<file path="src/rtl/osnt_stamp_pkg.sv">
`default_nettype none
// ============================================================================
// Module      : osnt_stamp_pkg
// Description : Shared opcodes, command FSM state type and default increment
//               for the OSNT fixed-point timestamp generator.
// Revision    : 1.0 - initial release
// ============================================================================
package osnt_stamp_pkg;

  // Command opcodes carried on CMD_OP
  localparam logic [1:0] OP_NOP  = 2'b00;
  localparam logic [1:0] OP_LOAD = 2'b01;
  localparam logic [1:0] OP_ADD  = 2'b10;
  localparam logic [1:0] OP_SUB  = 2'b11;

  // Command FSM: IDLE accepts, APPLY commits the registered command
  typedef enum logic [0:0] {
    ST_IDLE  = 1'b0,
    ST_APPLY = 1'b1
  } cmd_state_t;

  // +1 stamp per cycle with the default 32 fractional bits and 40-bit increment
  localparam logic [39:0] C_DEFAULT_INC = 40'h01_0000_0000;

endpackage : osnt_stamp_pkg
`default_nettype wire

</file>
<file path="src/rtl/osnt_stamp_capture.sv">
`default_nettype none
// ============================================================================
// Module      : osnt_stamp_capture
// Description : One capture channel. Detects a rising edge on its trigger,
//               latches the pre-edge stamp and pulses a one-cycle valid.
// Revision    : 1.0 - initial release
// ============================================================================
module osnt_stamp_capture
  import osnt_stamp_pkg::*;
#(
  parameter int TIMESTAMP_WIDTH = 64
) (
  input  logic                       ACLK,
  input  logic                       ARESETN,
  input  logic                       CAP_TRIG,
  input  logic [TIMESTAMP_WIDTH-1:0] STAMP_IN,
  output logic                       CAP_VALID,
  output logic [TIMESTAMP_WIDTH-1:0] CAP_STAMP
);

  logic                       r_trig_d;
  logic                       r_cap_valid;
  logic [TIMESTAMP_WIDTH-1:0] r_cap_stamp;
  logic                       w_rise;

  // A held-high trigger only produces one capture
  assign w_rise = CAP_TRIG & ~r_trig_d;

  // Trigger history, capture latch and valid pulse
  always_ff @(posedge ACLK or negedge ARESETN) begin
    if (!ARESETN) begin
      r_trig_d    <= 1'b0;
      r_cap_valid <= 1'b0;
      r_cap_stamp <= '0;
    end else begin
      r_trig_d    <= CAP_TRIG;
      r_cap_valid <= w_rise;
      if (w_rise) begin
        r_cap_stamp <= STAMP_IN;
      end
    end
  end

  assign CAP_VALID = r_cap_valid;
  assign CAP_STAMP = r_cap_stamp;

endmodule : osnt_stamp_capture
`default_nettype wire

</file>
<file path="src/rtl/osnt_stamp_gen.sv">
`default_nettype none
// ============================================================================
// Module      : osnt_stamp_gen
// Description : Fixed-point timestamp accumulator with programmable per-cycle
//               increment, atomic LOAD/ADD/SUB commands over valid/ready and
//               NUM_CAPTURE edge-triggered stamp capture channels.
// Revision    : 1.0 - initial release
// ============================================================================
module osnt_stamp_gen
  import osnt_stamp_pkg::*;
#(
  parameter int TIMESTAMP_WIDTH = 64,
  parameter int FRAC_WIDTH      = 32,
  parameter int INC_WIDTH       = 40,
  parameter int NUM_CAPTURE     = 2
) (
  input  logic                                   ACLK,
  input  logic                                   ARESETN,
  input  logic                                   ENABLE,
  input  logic [INC_WIDTH-1:0]                   CFG_INC,
  input  logic                                   CMD_VALID,
  output logic                                   CMD_READY,
  input  logic [1:0]                             CMD_OP,
  input  logic [TIMESTAMP_WIDTH-1:0]             CMD_VALUE,
  input  logic [NUM_CAPTURE-1:0]                 CAP_TRIG,
  output logic [NUM_CAPTURE-1:0]                 CAP_VALID,
  output logic [NUM_CAPTURE*TIMESTAMP_WIDTH-1:0] CAP_STAMP,
  output logic [TIMESTAMP_WIDTH-1:0]             STAMP_COUNTER,
  output logic                                   STAMP_WRAP
);

  localparam int ACC_WIDTH = TIMESTAMP_WIDTH + FRAC_WIDTH;
  // Two guard bits: ADD sums three terms, so the carry can exceed one bit
  localparam int SUM_WIDTH = ACC_WIDTH + 2;

  cmd_state_t                 r_state;
  cmd_state_t                 w_state_next;
  logic [1:0]                 r_op;
  logic [TIMESTAMP_WIDTH-1:0] r_value;
  logic [ACC_WIDTH-1:0]       r_acc;
  logic                       r_wrap;

  logic                       w_cmd_ready;
  logic                       w_apply;
  logic                       w_accept;
  logic [ACC_WIDTH-1:0]       w_inc;
  logic [ACC_WIDTH-1:0]       w_value_fx;
  logic [ACC_WIDTH:0]         w_sum_norm;
  logic [SUM_WIDTH-1:0]       w_sum_add;
  logic [ACC_WIDTH-1:0]       w_diff;
  logic [ACC_WIDTH-1:0]       w_acc_next;
  logic                       w_wrap_next;

  // Command FSM state register
  always_ff @(posedge ACLK or negedge ARESETN) begin
    if (!ARESETN) begin
      r_state <= ST_IDLE;
    end else begin
      r_state <= w_state_next;
    end
  end

  // Command FSM next state: APPLY always lasts exactly one cycle
  always_comb begin
    w_state_next = r_state;
    case (r_state)
      ST_IDLE:  if (CMD_VALID) w_state_next = ST_APPLY;
      ST_APPLY: w_state_next = ST_IDLE;
      default:  w_state_next = ST_IDLE;
    endcase
  end

  // Command FSM outputs, decoded from the state register only
  always_comb begin
    w_cmd_ready = 1'b0;
    w_apply     = 1'b0;
    case (r_state)
      ST_IDLE:  w_cmd_ready = 1'b1;
      ST_APPLY: w_apply     = 1'b1;
      default:  w_cmd_ready = 1'b0;
    endcase
  end

  assign w_accept  = CMD_VALID & w_cmd_ready;
  assign CMD_READY = w_cmd_ready;

  // Latch the opcode and operand of an accepted command
  always_ff @(posedge ACLK or negedge ARESETN) begin
    if (!ARESETN) begin
      r_op    <= OP_NOP;
      r_value <= '0;
    end else if (w_accept) begin
      r_op    <= CMD_OP;
      r_value <= CMD_VALUE;
    end
  end

  // Candidate accumulator updates; all modulo 2^ACC_WIDTH
  assign w_inc      = ENABLE ? ACC_WIDTH'(CFG_INC) : '0;
  assign w_value_fx = {r_value, {FRAC_WIDTH{1'b0}}};
  assign w_sum_norm = {1'b0, r_acc} + {1'b0, w_inc};
  assign w_sum_add  = SUM_WIDTH'(r_acc) + SUM_WIDTH'(w_inc) + SUM_WIDTH'(w_value_fx);
  assign w_diff     = r_acc + w_inc - w_value_fx;

  // Select the accumulator update; only additions may flag a wrap
  always_comb begin
    w_acc_next  = w_sum_norm[ACC_WIDTH-1:0];
    w_wrap_next = w_sum_norm[ACC_WIDTH];
    if (w_apply) begin
      case (r_op)
        OP_LOAD: begin
          w_acc_next  = w_value_fx;
          w_wrap_next = 1'b0;
        end
        OP_ADD: begin
          w_acc_next  = w_sum_add[ACC_WIDTH-1:0];
          w_wrap_next = |w_sum_add[SUM_WIDTH-1:ACC_WIDTH];
        end
        OP_SUB: begin
          w_acc_next  = w_diff;
          w_wrap_next = 1'b0;
        end
        default: ;
      endcase
    end
  end

  // Accumulator and wrap pulse registers
  always_ff @(posedge ACLK or negedge ARESETN) begin
    if (!ARESETN) begin
      r_acc  <= '0;
      r_wrap <= 1'b0;
    end else begin
      r_acc  <= w_acc_next;
      r_wrap <= w_wrap_next;
    end
  end

  assign STAMP_COUNTER = r_acc[ACC_WIDTH-1:FRAC_WIDTH];
  assign STAMP_WRAP    = r_wrap;

  // Capture channels sample the registered stamp, i.e. the pre-edge value
  for (genvar gi = 0; gi < NUM_CAPTURE; gi++) begin : g_capture
    osnt_stamp_capture #(
      .TIMESTAMP_WIDTH (TIMESTAMP_WIDTH)
    ) u_capture (
      .ACLK      (ACLK),
      .ARESETN   (ARESETN),
      .CAP_TRIG  (CAP_TRIG[gi]),
      .STAMP_IN  (r_acc[ACC_WIDTH-1:FRAC_WIDTH]),
      .CAP_VALID (CAP_VALID[gi]),
      .CAP_STAMP (CAP_STAMP[gi*TIMESTAMP_WIDTH +: TIMESTAMP_WIDTH])
    );
  end : g_capture

endmodule : osnt_stamp_gen
`default_nettype wire
</file>
<file path="config.mk">
export PLATFORM = sky130hd
export DESIGN_NAME = osnt_stamp_gen
export DESIGN_NICKNAME = d
export VERILOG_FILES = /design/src/rtl/osnt_stamp_pkg.sv /design/src/rtl/osnt_stamp_capture.sv /design/src/rtl/osnt_stamp_gen.sv
export SDC_FILE = /design/constraint.sdc
export NUM_CORES = 1
export LEC_CHECK = 0
export BUFFER_PORTS_ARGS = -buffer_cell sky130_fd_sc_hd__buf_2
export CORE_MARGIN = 5
export CORE_UTILIZATION = 60
export DETAILED_ROUTE_END_ITERATION = 8
export GPL_TIMING_DRIVEN = 0
export MAX_ROUTING_LAYER = met4
export PLACE_DENSITY = 0.81
export SLEW_MARGIN = 20
export SYNTH_ARGS = -nofsm -noshare
export SYNTH_HDL_FRONTEND = slang
export SYNTH_SLANG_ARGS = --single-unit
</file>
<file path="constraint.sdc">
create_clock -name ACLK -period 7.43 [get_ports ACLK]
set_input_delay 1.486 -clock ACLK [delete_from_list [all_inputs] [get_ports ACLK]]
set_output_delay 1.486 -clock ACLK [all_outputs]
set_load 0.005 [all_outputs]
</file>
==> results.yml <==
pwr:
  p_leak_nw: 17.0
  peakVddDrop_uv: 327
  p_per_area_mw_per_mm2: 536
finish:
  drive_gt1_share_pct: 14.4
  n_antenna_cell: 0
  most-common-layout-cells: "393 x ha_1, 388 x inv_1, 387 x nand2_1"
  fin_cells: 4927
  area_growth_pct: 12.4
  final_common_cell: "ha_1"
  design_area_mm2: 0.0351
  fin_nets: 4768
status:
  status: "finished clean"
synth:
  synth_top_family_by_area: "compound AO/OA/AOI/OAI gates"
  yosys.area.top_type: "dfrtp_1"
  syn-mean-instance-area_um2: 8.08
  synthSimpleGateAreaFrac_pct: 14.7
  synth-async-reset-ratio_pct: 100
  synthMuxAreaShare_pct: 4.59
  synth_warnings: 0
  synth_area_mm2: 0.0312
  synthCells: 3867
  yosysSeqAreaShare_pct: 23.7
  ys.flop_type: "dfrtp_1"
  yosys.area_share.adder_pct: 18.4
  synth_xor_xnor_area_share_pct: 7.91
  yosys.area.top_type_share_pct: 23.7
  synth_compound_area_share_pct: 22.3
  ys_ff_latch: 296
  yosys-top-cells-area: "dfrtp_1 24%, ha_1 16%, a21oi_1 5.3%"
  synth_nets: 4413
  synth_edf_count: 0
  ys_types: 81
worst_setup_path:
  crit_path_max_incr_delay_ns: 0.72
  crit_start: "ENABLE"
  r2r_slack_ns: 1.87
  rr_startpoint: "r_acc[38]"
  crit_fanout: 10
  endpoint: "r_acc[79]"
  path_buf_inv: 5
  critical-path-slowest-cell: "nor2_1"
  reg2reg_depth: 16
  timing.rr.end: "r_acc[91]"
  setup.worst_path.start_class: "input pin"
  required_ns: 7.86
  crit_type: "input pin to flop"
  critPathCaptureType: "flop"
  cp.depth: 20
  worstPathCellList: "clkbuf_1, nand2_1, inv_1, ha_1, inv_1, fa_1, a21boi_0, a31oi_1, a41oi_1, o21ai_1, a21oi_1, o32ai_1, a21oi_2, buf_6, nor2_1, and3_1, clkbuf_1, xor2_1, nor2_1, a2111oi_0"
  path_delay_family: "compound AO/OA/AOI/OAI gates"
  arrival_ns: 7.53
sta:
  hold_viol: 0
  slew_violations: 0
  min_period_over_period_pct: 95.6
  fin_skew_ns: 0.0197
  min_period_ns: 7.10
  slew_headroom_pct: 11.5
  finalSetupTns_ns: 0
  rsz0062_at_grt: "false"
  clock.fmax_mhz: 141
  tightest_slew_ns: 1.33
  setup_viol: 0
drt:
  dr_total_vias: 31700
  drtPass1Iterations: 6
  vias_per_cell: 6.44
  drc_errors: 0
  drt_iter0_markers: 3644
  ant_nets: 0
  wire_per_inst_um: 25.1
  wirelength_um: 124000
floorplanning:
  dieArea_mm2: 0.0567
  start_util_pct: 60.8
  core-area_mm2: 0.0514
  fp.dieH_um: 238
  rows: 83
  dieWidth_um: 238
  io_pins: 308
global_routing:
  first_global_vias: 30400
  grt_start_max_net_pins: 83
  grt_pass1_wl_um: 185000
  grt_use_met2_pct: 62.6
  grt_util_met1_pct: 57.8
  antenna_found_initial: 1
  busiest_layer: "met2"
  track_usage_pct: 43.2
  overflow: 0
  gr-usage-met3_pct: 10.4
clock_network:
  max-clock-path-buffers: 3
  insertion_delay_ns: 0.57
  cts_hold_buf: 0
  htreeDepth: 2
  cts_setup_buffers: 0
  cts_buffers: 37
  cts_tree: "built"
  cts.sinks: 296
  root_buffer: "clkbuf_16"
  cts.repair.resized: 0
  clk_pin_slew_worst_paths_ns: 0.06
placement:
  io_buffers: 306
  placed_cells_incl_taps: 4860
  gp_congestion: 1.07
  dpl.hpwl_um: 97500
  placed_cell_area_mm2: 0.0338
hold_path:
  hold_path_class: "flop to flop"
job:
  maxCapViolations: 0
-- cell usage after synthesis (28+ instances only) --
library cell  instances
a21o_1              100
a21oi_1             331
a221oi_1             41
a31oi_1              34
and3_1               28
buf_4                66
clkbuf_1            159
dfrtp_1             296
fa_1                 41
ha_1                393
inv_1               388
mux2_2              113
nand2_1             387
nand3_1              66
nand4_1              91
nor2_1              215
nor3_1               53
o21ai_0             276
o21bai_1             69
o22ai_1              39
xnor2_1             174
xor2_1              108
-- flip-flops by register name, indices dropped and copies added (netlist names) --
signal,count
g_capture.u_capture.CAP_VALID,2
r_acc,96
g_capture.u_capture.r_trig_d,2
r_value,64
r_op,2
STAMP_WRAP,1
g_capture.u_capture.CAP_STAMP,128
r_state,1
-- cell type report --
cell class,instances,area [um^2]
Buffer,240,1170
Clock buffer,49,1080
Clock inverter,15,204
Fill cell,4385,16300
Inverter,389,1460
Multi-Input combinational cell,2942,21200
Sequential cell,296,7410
Tap cell,680,851
Timing Repair Buffer,316,1690
-- where the power goes --
| group | switching [mW] | leakage [nW] | total, mW | internal [mW] |
|---|---|---|---|---|
| combinational | 8.56 | 12.8 | 13.8 | 5.26 |
| clock | 0.798 | 0.636 | 1.96 | 1.17 |
| sequential | 0.793 | 3.53 | 3.05 | 2.26 |
-- routing by layer --
layer / vias to the layer above / routed length (um) / part of all wire [%]
met3: 409 / 14600 / 12
li1: 14200 / - / -
met5: - / 0 / 0
met1: 15100 / 49600 / 40
met4: 0 / 6790 / 5.5
met2: 2056 / 52500 / 43
-- metrics by stage --
step                      hold slack, ns  util (%)  total power [mW]  setup slack (ns)
after detailed placement           0.470      65.7              16.3            0.0494
after CTS                          0.484      68.2              18.3             0.622
final                              0.483      68.3              18.8             0.328
after global routing               0.503      68.3              20.1             0.346
after floorplan                    0.473         -              12.2              1.72
after global placement             0.457      65.4              16.1             -1.05
-- worst reg2reg max path: stages (launching register included) --
cell,delay (ns)
dfrtp_1,0.42
inv_1,0.25
fa_1,0.48
ha_1,0.30
clkbuf_1,0.35
nand4_1,0.32
nor4_1,0.65
a221oi_1,0.15
o21ai_0,0.23
a21boi_0,0.16
o21ai_1,0.42
a21oi_1,0.43
o21a_1,0.38
o21ai_0,0.27
xor2_1,0.22
a21oi_1,0.09
a22oi_1,0.32
-- worst min path at each step --
stage	startpoint	endpoint	slack, ns	cells past startpoint
2_1_floorplan	g_capture[0].u_capture.CAP_STAMP[0]	g_capture[0].u_capture.CAP_STAMP[0]	0.47	2
3_3_place_gp	g_capture[0].u_capture.CAP_STAMP[3]	g_capture[0].u_capture.CAP_STAMP[3]	0.46	2
3_5_place_dp	g_capture[1].u_capture.CAP_STAMP[4]	g_capture[1].u_capture.CAP_STAMP[4]	0.47	2
4_1_cts	g_capture[1].u_capture.CAP_STAMP[4]	g_capture[1].u_capture.CAP_STAMP[4]	0.48	2
5_1_grt	g_capture[1].u_capture.CAP_STAMP[1]	g_capture[1].u_capture.CAP_STAMP[1]	0.50	2
6_report	g_capture[1].u_capture.CAP_STAMP[4]	g_capture[1].u_capture.CAP_STAMP[4]	0.48	2
-- cell families (layout without fill, tap and decap cells) --
logic type                 count (synthesis)  in the layout
buffers and inverters                    629           1009
xor gates and xnor gates                 282            282
and+or+nand+nor                          990            990
DFF                                      296            296
AOI/OAI and AO/OA                       1107           1107
adders and majority gates                434            434
muxes                                    129            129
No activity file was read; power rests on OpenSTA's default activity.
